### src/rtl/game_pkg.sv
// Shared game constants: entity record layout, slot counts, box sizes and the
// collision scan state type.
package game_pkg;

  localparam int ENTITY_SIZE   = 34;
  localparam int MAX_SHOTS     = 3;
  localparam int MAX_ASTEROIDS = 4;
  localparam int ASTEROID_SIZE = 16;
  localparam int SHIP_SIZE     = 8;

  localparam int DIR_LSB    = 0;
  localparam int DIR_MSB    = 5;
  localparam int X_LSB      = 6;
  localparam int X_MSB      = 15;
  localparam int Y_LSB      = 16;
  localparam int Y_MSB      = 25;
  localparam int ACTIVE_BIT = 33;

  localparam int DIR_W   = DIR_MSB - DIR_LSB + 1;
  localparam int PAD_W   = ACTIVE_BIT - Y_MSB - 1;
  localparam int COORD_W = X_MSB - X_LSB + 1;
  // One extra bit so that coordinate + box size can never wrap.
  localparam int CMP_W   = COORD_W + 1;
  localparam int IDX_W   = 2;
  localparam int COUNT_W = 8;

  typedef enum logic [1:0] {
    IDLE,
    SHOT_SCAN,
    SHIP_SCAN,
    DONE
  } scan_state_e;

  typedef struct packed {
    logic               active;
    logic [COORD_W-1:0] y;
    logic [COORD_W-1:0] x;
  } coord_t;

  function automatic logic [COUNT_W-1:0] sat_inc(input logic [COUNT_W-1:0] value);
    return (value == {COUNT_W{1'b1}}) ? value : value + COUNT_W'(1);
  endfunction

endpackage

### src/rtl/box_overlap.sv
// Axis-aligned overlap of box A (side A_SIZE) and box B (side B_SIZE).
// A point inside a box is simply the B_SIZE = 1 case.
module box_overlap
  import game_pkg::*;
#(
  parameter int A_SIZE = ASTEROID_SIZE,
  parameter int B_SIZE = 1
) (
  input  logic [COORD_W-1:0] a_x_i,
  input  logic [COORD_W-1:0] a_y_i,
  input  logic [COORD_W-1:0] b_x_i,
  input  logic [COORD_W-1:0] b_y_i,
  output logic               overlap_o
);

  logic [CMP_W-1:0] ax;
  logic [CMP_W-1:0] ay;
  logic [CMP_W-1:0] bx;
  logic [CMP_W-1:0] by;
  logic [CMP_W-1:0] a_x_end;
  logic [CMP_W-1:0] a_y_end;
  logic [CMP_W-1:0] b_x_end;
  logic [CMP_W-1:0] b_y_end;

  assign ax      = {1'b0, a_x_i};
  assign ay      = {1'b0, a_y_i};
  assign bx      = {1'b0, b_x_i};
  assign by      = {1'b0, b_y_i};
  assign a_x_end = ax + CMP_W'(A_SIZE);
  assign a_y_end = ay + CMP_W'(A_SIZE);
  assign b_x_end = bx + CMP_W'(B_SIZE);
  assign b_y_end = by + CMP_W'(B_SIZE);

  assign overlap_o = (bx < a_x_end) && (ax < b_x_end) &&
                     (by < a_y_end) && (ay < b_y_end);

endmodule

### src/rtl/collision_detector.sv
// Sequential collision scanner: walks every (shot, asteroid) pair and then
// (ship, asteroid) pair on a snapshot of the game state, one pair per cycle.
module collision_detector #(
  parameter int ENTITY_SIZE   = game_pkg::ENTITY_SIZE,
  parameter int MAX_SHOTS     = game_pkg::MAX_SHOTS,
  parameter int MAX_ASTEROIDS = game_pkg::MAX_ASTEROIDS,
  parameter int ASTEROID_SIZE = game_pkg::ASTEROID_SIZE,
  parameter int SHIP_SIZE     = game_pkg::SHIP_SIZE
) (
  input  logic                                clk,
  input  logic                                reset_n,
  input  logic                                start,
  input  logic [ENTITY_SIZE-1:0]              ship,
  input  logic [MAX_SHOTS*ENTITY_SIZE-1:0]    shots,
  input  logic [MAX_ASTEROIDS*ENTITY_SIZE-1:0] asteroids,
  output logic                                busy,
  output logic                                done,
  output logic                                delete_shot,
  output logic [1:0]                          shot_address,
  output logic                                delete_asteroid,
  output logic [1:0]                          asteroid_address,
  output logic                                ship_hit,
  output logic [7:0]                          hit_count
);

  import game_pkg::*;

  localparam logic [IDX_W-1:0] LAST_SHOT = IDX_W'(MAX_SHOTS - 1);
  localparam logic [IDX_W-1:0] LAST_AST  = IDX_W'(MAX_ASTEROIDS - 1);

  scan_state_e state_q, state_d;

  coord_t ship_dec;
  coord_t shot_dec [MAX_SHOTS];
  coord_t ast_dec  [MAX_ASTEROIDS];
  coord_t ship_q;
  coord_t shot_q   [MAX_SHOTS];
  coord_t ast_q    [MAX_ASTEROIDS];
  coord_t cur_shot;
  coord_t cur_ast;

  logic [MAX_SHOTS+MAX_ASTEROIDS:0] unused_fields;

  logic [IDX_W-1:0]         shot_idx_q, shot_idx_d;
  logic [IDX_W-1:0]         ast_idx_q, ast_idx_d;
  logic [MAX_SHOTS-1:0]     shot_kill_q, shot_kill_d;
  logic [MAX_ASTEROIDS-1:0] ast_kill_q, ast_kill_d;
  logic                     load_snap;
  logic                     shot_overlap;
  logic                     ship_overlap;

  logic               busy_q, busy_d;
  logic               done_q, done_d;
  logic               del_shot_q, del_shot_d;
  logic               del_ast_q, del_ast_d;
  logic               ship_hit_q, ship_hit_d;
  logic [IDX_W-1:0]   shot_addr_q, shot_addr_d;
  logic [IDX_W-1:0]   ast_addr_q, ast_addr_d;
  logic [COUNT_W-1:0] hit_count_q, hit_count_d;

  // Pull only position and active flag out of each record; direction and
  // the spare bits are folded into a deliberately unused signal.
  always_comb begin
    ship_dec.active  = ship[ACTIVE_BIT];
    ship_dec.y       = ship[Y_MSB:Y_LSB];
    ship_dec.x       = ship[X_MSB:X_LSB];
    unused_fields    = '0;
    unused_fields[0] = ^{ship[ACTIVE_BIT-1:Y_MSB+1], ship[DIR_MSB:DIR_LSB]};
    for (int s = 0; s < MAX_SHOTS; s++) begin
      shot_dec[s].active = shots[s*ENTITY_SIZE + ACTIVE_BIT];
      shot_dec[s].y      = shots[s*ENTITY_SIZE + Y_LSB +: COORD_W];
      shot_dec[s].x      = shots[s*ENTITY_SIZE + X_LSB +: COORD_W];
      unused_fields[1+s] = ^{shots[s*ENTITY_SIZE + Y_MSB + 1 +: PAD_W],
                             shots[s*ENTITY_SIZE + DIR_LSB +: DIR_W]};
    end
    for (int a = 0; a < MAX_ASTEROIDS; a++) begin
      ast_dec[a].active = asteroids[a*ENTITY_SIZE + ACTIVE_BIT];
      ast_dec[a].y      = asteroids[a*ENTITY_SIZE + Y_LSB +: COORD_W];
      ast_dec[a].x      = asteroids[a*ENTITY_SIZE + X_LSB +: COORD_W];
      unused_fields[1+MAX_SHOTS+a] = ^{asteroids[a*ENTITY_SIZE + Y_MSB + 1 +: PAD_W],
                                       asteroids[a*ENTITY_SIZE + DIR_LSB +: DIR_W]};
    end
  end

  always_ff @(posedge clk or posedge reset_n) begin
    if (reset_n) begin
      ship_q <= '0;
      shot_q <= '{default: '0};
      ast_q  <= '{default: '0};
    end else if (load_snap) begin
      ship_q <= ship_dec;
      shot_q <= shot_dec;
      ast_q  <= ast_dec;
    end
  end

  assign cur_shot = shot_q[shot_idx_q];
  assign cur_ast  = ast_q[ast_idx_q];

  box_overlap #(
    .A_SIZE(ASTEROID_SIZE),
    .B_SIZE(1)
  ) u_shot_box (
    .a_x_i    (cur_ast.x),
    .a_y_i    (cur_ast.y),
    .b_x_i    (cur_shot.x),
    .b_y_i    (cur_shot.y),
    .overlap_o(shot_overlap)
  );

  box_overlap #(
    .A_SIZE(ASTEROID_SIZE),
    .B_SIZE(SHIP_SIZE)
  ) u_ship_box (
    .a_x_i    (cur_ast.x),
    .a_y_i    (cur_ast.y),
    .b_x_i    (ship_q.x),
    .b_y_i    (ship_q.y),
    .overlap_o(ship_overlap)
  );

  // Kill masks are consulted before the pair is evaluated, so the first shot
  // to reach an asteroid owns it and later pairs involving either are skipped.
  always_comb begin
    state_d     = state_q;
    shot_idx_d  = shot_idx_q;
    ast_idx_d   = ast_idx_q;
    shot_kill_d = shot_kill_q;
    ast_kill_d  = ast_kill_q;
    load_snap   = 1'b0;
    done_d      = 1'b0;
    del_shot_d  = 1'b0;
    del_ast_d   = 1'b0;
    ship_hit_d  = 1'b0;
    shot_addr_d = shot_addr_q;
    ast_addr_d  = ast_addr_q;
    hit_count_d = hit_count_q;

    case (state_q)
      IDLE: begin
        if (start && !busy_q) begin
          load_snap   = 1'b1;
          shot_kill_d = '0;
          ast_kill_d  = '0;
          shot_idx_d  = '0;
          ast_idx_d   = '0;
          state_d     = SHOT_SCAN;
        end
      end
      SHOT_SCAN: begin
        if (cur_shot.active && cur_ast.active && shot_overlap &&
            !shot_kill_q[shot_idx_q] && !ast_kill_q[ast_idx_q]) begin
          del_shot_d              = 1'b1;
          del_ast_d               = 1'b1;
          shot_addr_d             = shot_idx_q;
          ast_addr_d              = ast_idx_q;
          shot_kill_d[shot_idx_q] = 1'b1;
          ast_kill_d[ast_idx_q]   = 1'b1;
          hit_count_d             = sat_inc(hit_count_q);
        end
        if (ast_idx_q == LAST_AST) begin
          ast_idx_d = '0;
          if (shot_idx_q == LAST_SHOT) begin
            shot_idx_d = '0;
            state_d    = SHIP_SCAN;
          end else begin
            shot_idx_d = shot_idx_q + IDX_W'(1);
          end
        end else begin
          ast_idx_d = ast_idx_q + IDX_W'(1);
        end
      end
      SHIP_SCAN: begin
        if (ship_q.active && cur_ast.active && ship_overlap && !ast_kill_q[ast_idx_q]) begin
          ship_hit_d = 1'b1;
        end
        if (ast_idx_q == LAST_AST) begin
          ast_idx_d = '0;
          state_d   = DONE;
        end else begin
          ast_idx_d = ast_idx_q + IDX_W'(1);
        end
      end
      DONE: begin
        done_d  = 1'b1;
        state_d = IDLE;
      end
      default: state_d = IDLE;
    endcase

    // Busy stays up through the cycle in which the registered done is high.
    busy_d = (state_d != IDLE) || (state_q == DONE);
  end

  always_ff @(posedge clk or posedge reset_n) begin
    if (reset_n) begin
      state_q     <= IDLE;
      shot_idx_q  <= '0;
      ast_idx_q   <= '0;
      shot_kill_q <= '0;
      ast_kill_q  <= '0;
      busy_q      <= 1'b0;
      done_q      <= 1'b0;
      del_shot_q  <= 1'b0;
      del_ast_q   <= 1'b0;
      ship_hit_q  <= 1'b0;
      shot_addr_q <= '0;
      ast_addr_q  <= '0;
      hit_count_q <= '0;
    end else begin
      state_q     <= state_d;
      shot_idx_q  <= shot_idx_d;
      ast_idx_q   <= ast_idx_d;
      shot_kill_q <= shot_kill_d;
      ast_kill_q  <= ast_kill_d;
      busy_q      <= busy_d;
      done_q      <= done_d;
      del_shot_q  <= del_shot_d;
      del_ast_q   <= del_ast_d;
      ship_hit_q  <= ship_hit_d;
      shot_addr_q <= shot_addr_d;
      ast_addr_q  <= ast_addr_d;
      hit_count_q <= hit_count_d;
    end
  end

  assign busy             = busy_q;
  assign done             = done_q;
  assign delete_shot      = del_shot_q;
  assign shot_address     = shot_addr_q;
  assign delete_asteroid  = del_ast_q;
  assign asteroid_address = ast_addr_q;
  assign ship_hit         = ship_hit_q;
  assign hit_count        = hit_count_q;

endmodule

### config.mk
export PLATFORM = sky130hd
export DESIGN_NAME = collision_detector
export DESIGN_NICKNAME = d
export VERILOG_FILES = /design/src/rtl/game_pkg.sv /design/src/rtl/box_overlap.sv /design/src/rtl/collision_detector.sv
export SDC_FILE = /design/constraint.sdc
export NUM_CORES = 1
export LEC_CHECK = 0
export BUFFER_PORTS_ARGS = -buffer_cell sky130_fd_sc_hd__buf_4
export CAP_MARGIN = 20
export CELL_PAD_IN_SITES_DETAIL_PLACEMENT = 0
export CELL_PAD_IN_SITES_GLOBAL_PLACEMENT = 1
export CORE_UTILIZATION = 42
export DETAILED_ROUTE_END_ITERATION = 8
export GPL_TIMING_DRIVEN = 0
export HOLD_SLACK_MARGIN = 0.05
export PLACE_DENSITY = 0.8
export SYNTH_ARGS = -nofsm -noshare
export SYNTH_HDL_FRONTEND = slang
export SYNTH_SLANG_ARGS = --single-unit
### constraint.sdc
create_clock -name clk -period 8.7 [get_ports clk]
set_input_delay 1.74 -clock clk [delete_from_list [all_inputs] [get_ports clk]]
set_output_delay 1.74 -clock clk [all_outputs]
set_load 0.005 [all_outputs]
==> impl_metrics.toml, run 1 <==
[global_routing]
grt_pass1_wl_um = 43200
grt_max_degree = 129
grtUsageTotal_pct = 21.7
antenna_found_initial = 0
grt_pass1_vias = 7671
gr-total-overflow = 0

[setup_path]
critical_path.reg2reg.endpoint = "hit_count[1]$_DFFE_PP0P_"
crit_type = "reg -> reg"
cp_max_fo = 10
crit_start = "ast_idx_q[1]$_DFFE_PP0P_"
endpoint = "hit_count[1]$_DFFE_PP0P_"
rr_worst_depth = 17
cp-end-kind = "flip-flop"
reg2reg_slack_ns = 4.10
r2r_start = "ast_idx_q[1]$_DFFE_PP0P_"
worst-endpoint-arrival_ns = 4.93
worstPathRequired_ns = 9.03
crit_path_start_kind = "flip-flop"

[floorplan]
num_rows = 58
die_w_um = 163
fp.dieH_um = 163
num_io_pins = 292
initial_core_util_pct = 43.2
die_area_um2 = 26700
core-area_um2 = 25300

[final_layout]
fillers = 2262
fin_util_pct = 52.7
seqCellArea_um2 = 4930
multiInputGateArea_um2 = 5660
drive_above_1_share_pct = 34.2
antenna_cells = 0
final_nets = 1441
synthToLayoutAreaGrowth_pct = 22.1

[yosys]
async_reset_ff_share_pct = 100
synthXorXnorAreaFrac_pct = 3.12
synth-seq-area-share_pct = 45.1
yosysTopAreaCell = "dfrtp_1"
ys_warn_count = 0
synth-seq-cells = 197
synth_top_area_share_pct = 45.1
synth_fa_ha_area_share_pct = 9.95
synthCells = 872
netlist_area_um2 = 10900
ys_types = 65
synth_edf_count = 0
synth_fp_nets = 1234
ys.flop_type = "dfrtp_1"
synth_top_family_by_area = "multiplexers"
synth.most_common_cell = "dfrtp_1"
synth.avg_cell_area_um2 = 12.5
synth_mux_area_share_pct = 23.8
synthTopCellsByArea = "dfrtp_1 (45%), ha_1 (10%), mux2_2 (9.9%), mux2_1 (7.8%), mux4_2 (4.1%)"
synth_compound_area_share_pct = 8.51
yosys-top-cells-count = "dfrtp_1 (197), mux2_2 (96), ha_1 (87)"
yosys.area_share.simple_pct = 6.33

[worst_hold_path]
holdCritPathClass = "reg -> reg"
hp-start = "shot_address[0]$_DFFE_PP0P_"

[timing]
skew_ns = 0.0120
fin_crit_ns = 4.60
setup_viol = 0
rsz0062_at_grt = "no"
worst_slew_pin_slew_ns = 0.877
hold_violations = 0
setup_tns_ns = 0
maxSlewViolCount = 0
fmax_mhz = 217
hold_ws_ns = 0.487
slew_headroom_pct = 41.5
fin_crit_sh_pct = 52.9
setup_slack_ns = 4.10

[clocking]
cts_buffers = 17
tritoncts = "built"
root_buffer = "clkbuf_16"
htree_levels = 4
cts_resized = 0
postCtsSetupRepairBufs = 0
clock_path_buffers = 2
cts.reportedPaths.clkPinSlew_ns = 0.08
hold_buffers = 0
cts_sinks = 197
clock_latency_ns = 0.44

[drt]
vias_per_cell = 5.31
wl_per_cell_um = 19.3
drtPass1Iterations = 5
drt_iter0_markers = 409
drc_errors = 0
drtAntennaViolNets = 0
wl_um = 27500
vias = 7554

[power_and_ir_drop]
p_leak_nw = 6.02
powerDensity_nw_per_um2 = 415
peakVddDrop_mv = 0.171
total_power_mw = 5.54

[placement]
post-place-ws_ns = 4.08
io_buffers = 187
dp_hpwl_um = 21300
gp_congestion = 0.900

[run]
cap_violations = 0

[status]
outcome = "completed"
-- cell families (layout without fill, tap and decap cells) --
logic type               Yosys count  in the layout
XOR/XNOR                          39             39
AND/OR/NAND/NOR                  135            135
flip-flops                       197            197
buffers and inverters             73            293
multiplexers                     213            213
adder cells (fa/ha/maj)           87             87
AO/OA/AOI/OAI                    128            128
-- final cells by class --
type	count	share of cell area (%)
inverter	35	1.04
multi-input combinational	602	42.3
timing repair buffer	188	10.7
buffer	38	1.65
sequential	197	36.9
tap	330	3.09
clock buffer	17	3.19
clock inverter	15	1.06
-- flip-flops by register name, summed over array words and instances, names as in the netlist --
| name | count |
|---|---|
| state_q | 2 |
| ast_idx_q | 2 |
| ship_hit | 1 |
| delete_asteroid | 1 |
| shot_q | 63 |
| done | 1 |
| ast_kill_q | 4 |
| ship_q | 21 |
| asteroid_address | 2 |
| shot_idx_q | 2 |
| hit_count | 8 |
| shot_address | 2 |
| busy | 1 |
| ast_q | 84 |
| shot_kill_q | 3 |
-- per-stage QoR --
stage | cells | cell area, um2
floorplan | 872 | 10900
global route | 1422 | 13400
finish | 1422 | 13400
global placement | 1389 | 12800
CTS | 1422 | 13400
detailed placement | 1390 | 12800
-- power by group --
group / leakage, nW / total [mW] / switching (mW) / internal (mW)
sequential: 2.38 / 1.62 / 0.267 / 1.35
clock: 0.275 / 0.775 / 0.395 / 0.380
combinational: 3.37 / 3.14 / 1.65 / 1.49
total: 6.02 / 5.54 / 2.31 / 3.23
-- placed cells by master (no fill, tap or decap), drive strengths merged, types with 3 or more instances in the layout --
cell type	count
and3	9
o22ai	3
o21ai	34
o2bb2ai	10
nor2	29
ha	87
nand4	8
clkbuf	35
o211ai	6
nand3	26
inv	43
buf	208
mux2i	20
clkinv	5
nand2	35
a31oi	8
mux2	173
o21a	5
mux4	20
a21o	7
nor2b	6
xnor2	24
xor2	15
a2111oi	5
dfrtp	197
nor3b	4
nor3	3
and4	3
nand2b	4
a21oi	28
-- how the worst min path moves through the flow --
stage	end	slack, ns	cells after the start
global placement	shot_kill_q[2]$_DFFE_PP0P_	0.47	2
finish	shot_address[0]$_DFFE_PP0P_	0.49	1
detailed placement	shot_address[0]$_DFFE_PP0P_	0.48	1
floorplan	shot_kill_q[2]$_DFFE_PP0P_	0.45	2
CTS	shot_address[0]$_DFFE_PP0P_	0.49	1
global route	ast_q[7]$_DFFE_PP0P_	0.50	1
-- critical path: stages, from the launching register on --
cell,delay (ns)
dfrtp_1,0.38
buf_2,0.29
buf_2,0.35
buf_1,0.61
mux4_2,0.51
ha_1,0.26
and3_1,0.17
xnor2_1,0.23
ha_1,0.31
a21oi_1,0.19
nand2_1,0.06
o21ai_0,0.16
a31oi_1,0.07
o21ai_1,0.13
and4_4,0.23
buf_6,0.15
nand2_2,0.08
mux2_4,0.30
-- metal layers --
layer	up-vias	GRT usage [%]	wire length, um
met3	26	5.89	1800
li1	3607	-	-
met1	3731	30.0	13000
met2	190	33.3	12400
met4	0	5.61	357
met5	-	0	0
(Power assumes the default switching activity.)
==> run 2: changes to the inputs <==
CORE_UTILIZATION = 38   (was 42)
PLACE_DENSITY = 0.76   (was 0.8)
clock period = 4.1 ns   (was 8.7 ns; I/O delays follow)
==> impl_metrics.toml, run 2 (synthesized netlist as in run 1, its figures left out) <==
[clocking]
root_buffer = "clkbuf_16"
clock_path_buffers = 2
cts_sinks = 197
htree_levels = 4
cts.reportedPaths.clkPinSlew_ns = 0.09
clock_latency_ns = 0.45
cts_buffers = 17
hold_buffers = 0
tritoncts = "built"

[drt]
wl_per_cell_um = 19.2
drtAntennaViolNets = 0
drtPass1Iterations = 5
drc_errors = 0
vias_per_cell = 5.17
wl_um = 28500
vias = 7649
drt_iter0_markers = 409

[final_layout]
synthToLayoutAreaGrowth_pct = 25.3
drive_above_1_share_pct = 36.0
antenna_cells = 0
largest_reg_flops = 84
top_regs = "ast_q x84, shot_q x63, ship_q x21"
stdcell_area_um2 = 13700
top_register = "ast_q"
final_nets = 1451
mostFrequentLayoutCells = "buf_4 (197), dfrtp_1 (197), mux2_2 (96), ha_1 (85), mux2_1 (76)"

[setup_path]
worstPathRequired_ns = 4.44
crit_type = "reg -> reg"
worst-endpoint-arrival_ns = 4.31
cp_max_fo = 19
cp-end-kind = "flip-flop"
crit_path_start_kind = "flip-flop"

[global_routing]
grt_pass1_wl_um = 44200
grtUsageMet2_pct = 31.6
grt.met3_usage_pct = 5.68
grtUsageTotal_pct = 20.1
grt.met1_usage_pct = 27.2
grt_pass1_vias = 7957
grt_max_degree = 42
gr-total-overflow = 0
top_usage_layer = "met2"
antenna_found_initial = 0

[timing]
fin_crit_sh_pct = 96.9
maxSlewViolCount = 0
fin_crit_ns = 3.97
setup_slack_ns = 0.126
worst_slew_pin_slew_ns = 0.847
setup_viol = 0
setup_tns_ns = 0
slew_headroom_pct = 43.6
skew_ns = 0.0201
hold_violations = 0
fmax_mhz = 252

[floorplan]
die_w_um = 172
core-area_um2 = 28000
die_area_um2 = 29500
initial_core_util_pct = 39.0
fp.dieH_um = 172
num_io_pins = 292
num_rows = 61

[power_and_ir_drop]
total_power_mw = 12.2
powerDensity_nw_per_um2 = 893
p_leak_nw = 6.12
peakVddDrop_mv = 0.404

[placement]
gp_congestion = 0.899
io_buffers = 187
dp_hpwl_um = 22300
placed_cell_area_um2 = 12900
post-place-ws_ns = -0.495

[run]
cap_violations = 0

[worst_hold_path]
holdCritPathClass = "in -> async"

[status]
outcome = "completed"
[run 2: changes by cell type in the layout (fill, tap and decap cells not counted), moves of 2 or more]
cell,change
inv_8,-2
o21ai_4,+2
inv_6,-3
buf_12,+4
buf_4,+9
buf_1,-2
ha_1,-2
clkinv_8,+5
clkinv_2,-2
a2111oi_0,-2
buf_2,-3
[run 2: critical path, stage by stage, from the launching register on]
cell and delay [ns]:
dfrtp_1 0.40, buf_6 0.21, buf_12 0.19, mux2i_1 0.37, o21ai_4 0.13, ha_4 0.22
buf_4 0.13, xnor2_1 0.11, ha_1 0.31, a21oi_1 0.22, nand2_1 0.12, a2111oi_4 0.34
a221oi_2 0.11, o22ai_2 0.20, and4_4 0.26, buf_6 0.15, nand2_2 0.08, mux2_4 0.30
[run 2: area by class of cell]
type | instances | area, um2
fill | 2537 | 14300
multi-input combinational | 602 | 5750
sequential | 197 | 4930
timing repair buffer | 200 | 1570
tap | 378 | 473
clock buffer | 18 | 429
buffer | 36 | 228
clock inverter | 14 | 184
inverter | 35 | 135
[run 2: repair_timing]
action	CTS	global route
setup buffers	0	8
resized for setup	15	16
endpoints found under the setup margin	20	19
pin swaps	0	2
[run 2: worst paths after layout]
path / startpoint / to / slack, ns / cells after the start
hold reg to reg: shot_address[0]$_DFFE_PP0P_ / shot_address[0]$_DFFE_PP0P_ / 0.49 / 1
setup reg to reg: shot_idx_q[0]$_DFFE_PP0P_ / hit_count[1]$_DFFE_PP0P_ / 0.13 / 17
max in group asynchronous: reset_n / shot_q[19]$_DFFE_PP0P_ / 2.68 / 4
setup / recovery: shot_idx_q[0]$_DFFE_PP0P_ / hit_count[1]$_DFFE_PP0P_ / 0.13 / 17
hold / removal: reset_n / ast_q[15]$_DFFE_PP0P_ / 0.47 / 2
min in group clk: shot_address[0]$_DFFE_PP0P_ / shot_address[0]$_DFFE_PP0P_ / 0.49 / 1
[run 2: per-layer routing]
layer	routed length, um	share of wire [%]	vias to the layer above
met5	0	0	-
met4	388	1.4	0
met3	2060	7.2	15
met2	13000	46	208
met1	13000	46	3806
li1	-	-	3620
[run 2: power by group]
| part | internal (mW) | total, mW | switching (mW) |
|---|---|---|---|
| combinational | 3.40 | 7.10 | 3.70 |
| clock | 0.832 | 1.71 | 0.873 |
| sequential | 2.87 | 3.44 | 0.570 |
[run 2: metrics by stage]
stage	hold WS (ns)	cells	util (%)
final	0.472	1480	48.9
after global routing	0.508	1480	48.9
after CTS	0.475	1473	48.4
after detailed placement	0.476	1442	46.1
after global placement	0.468	1437	45.8
after floorplan	0.454	872	-
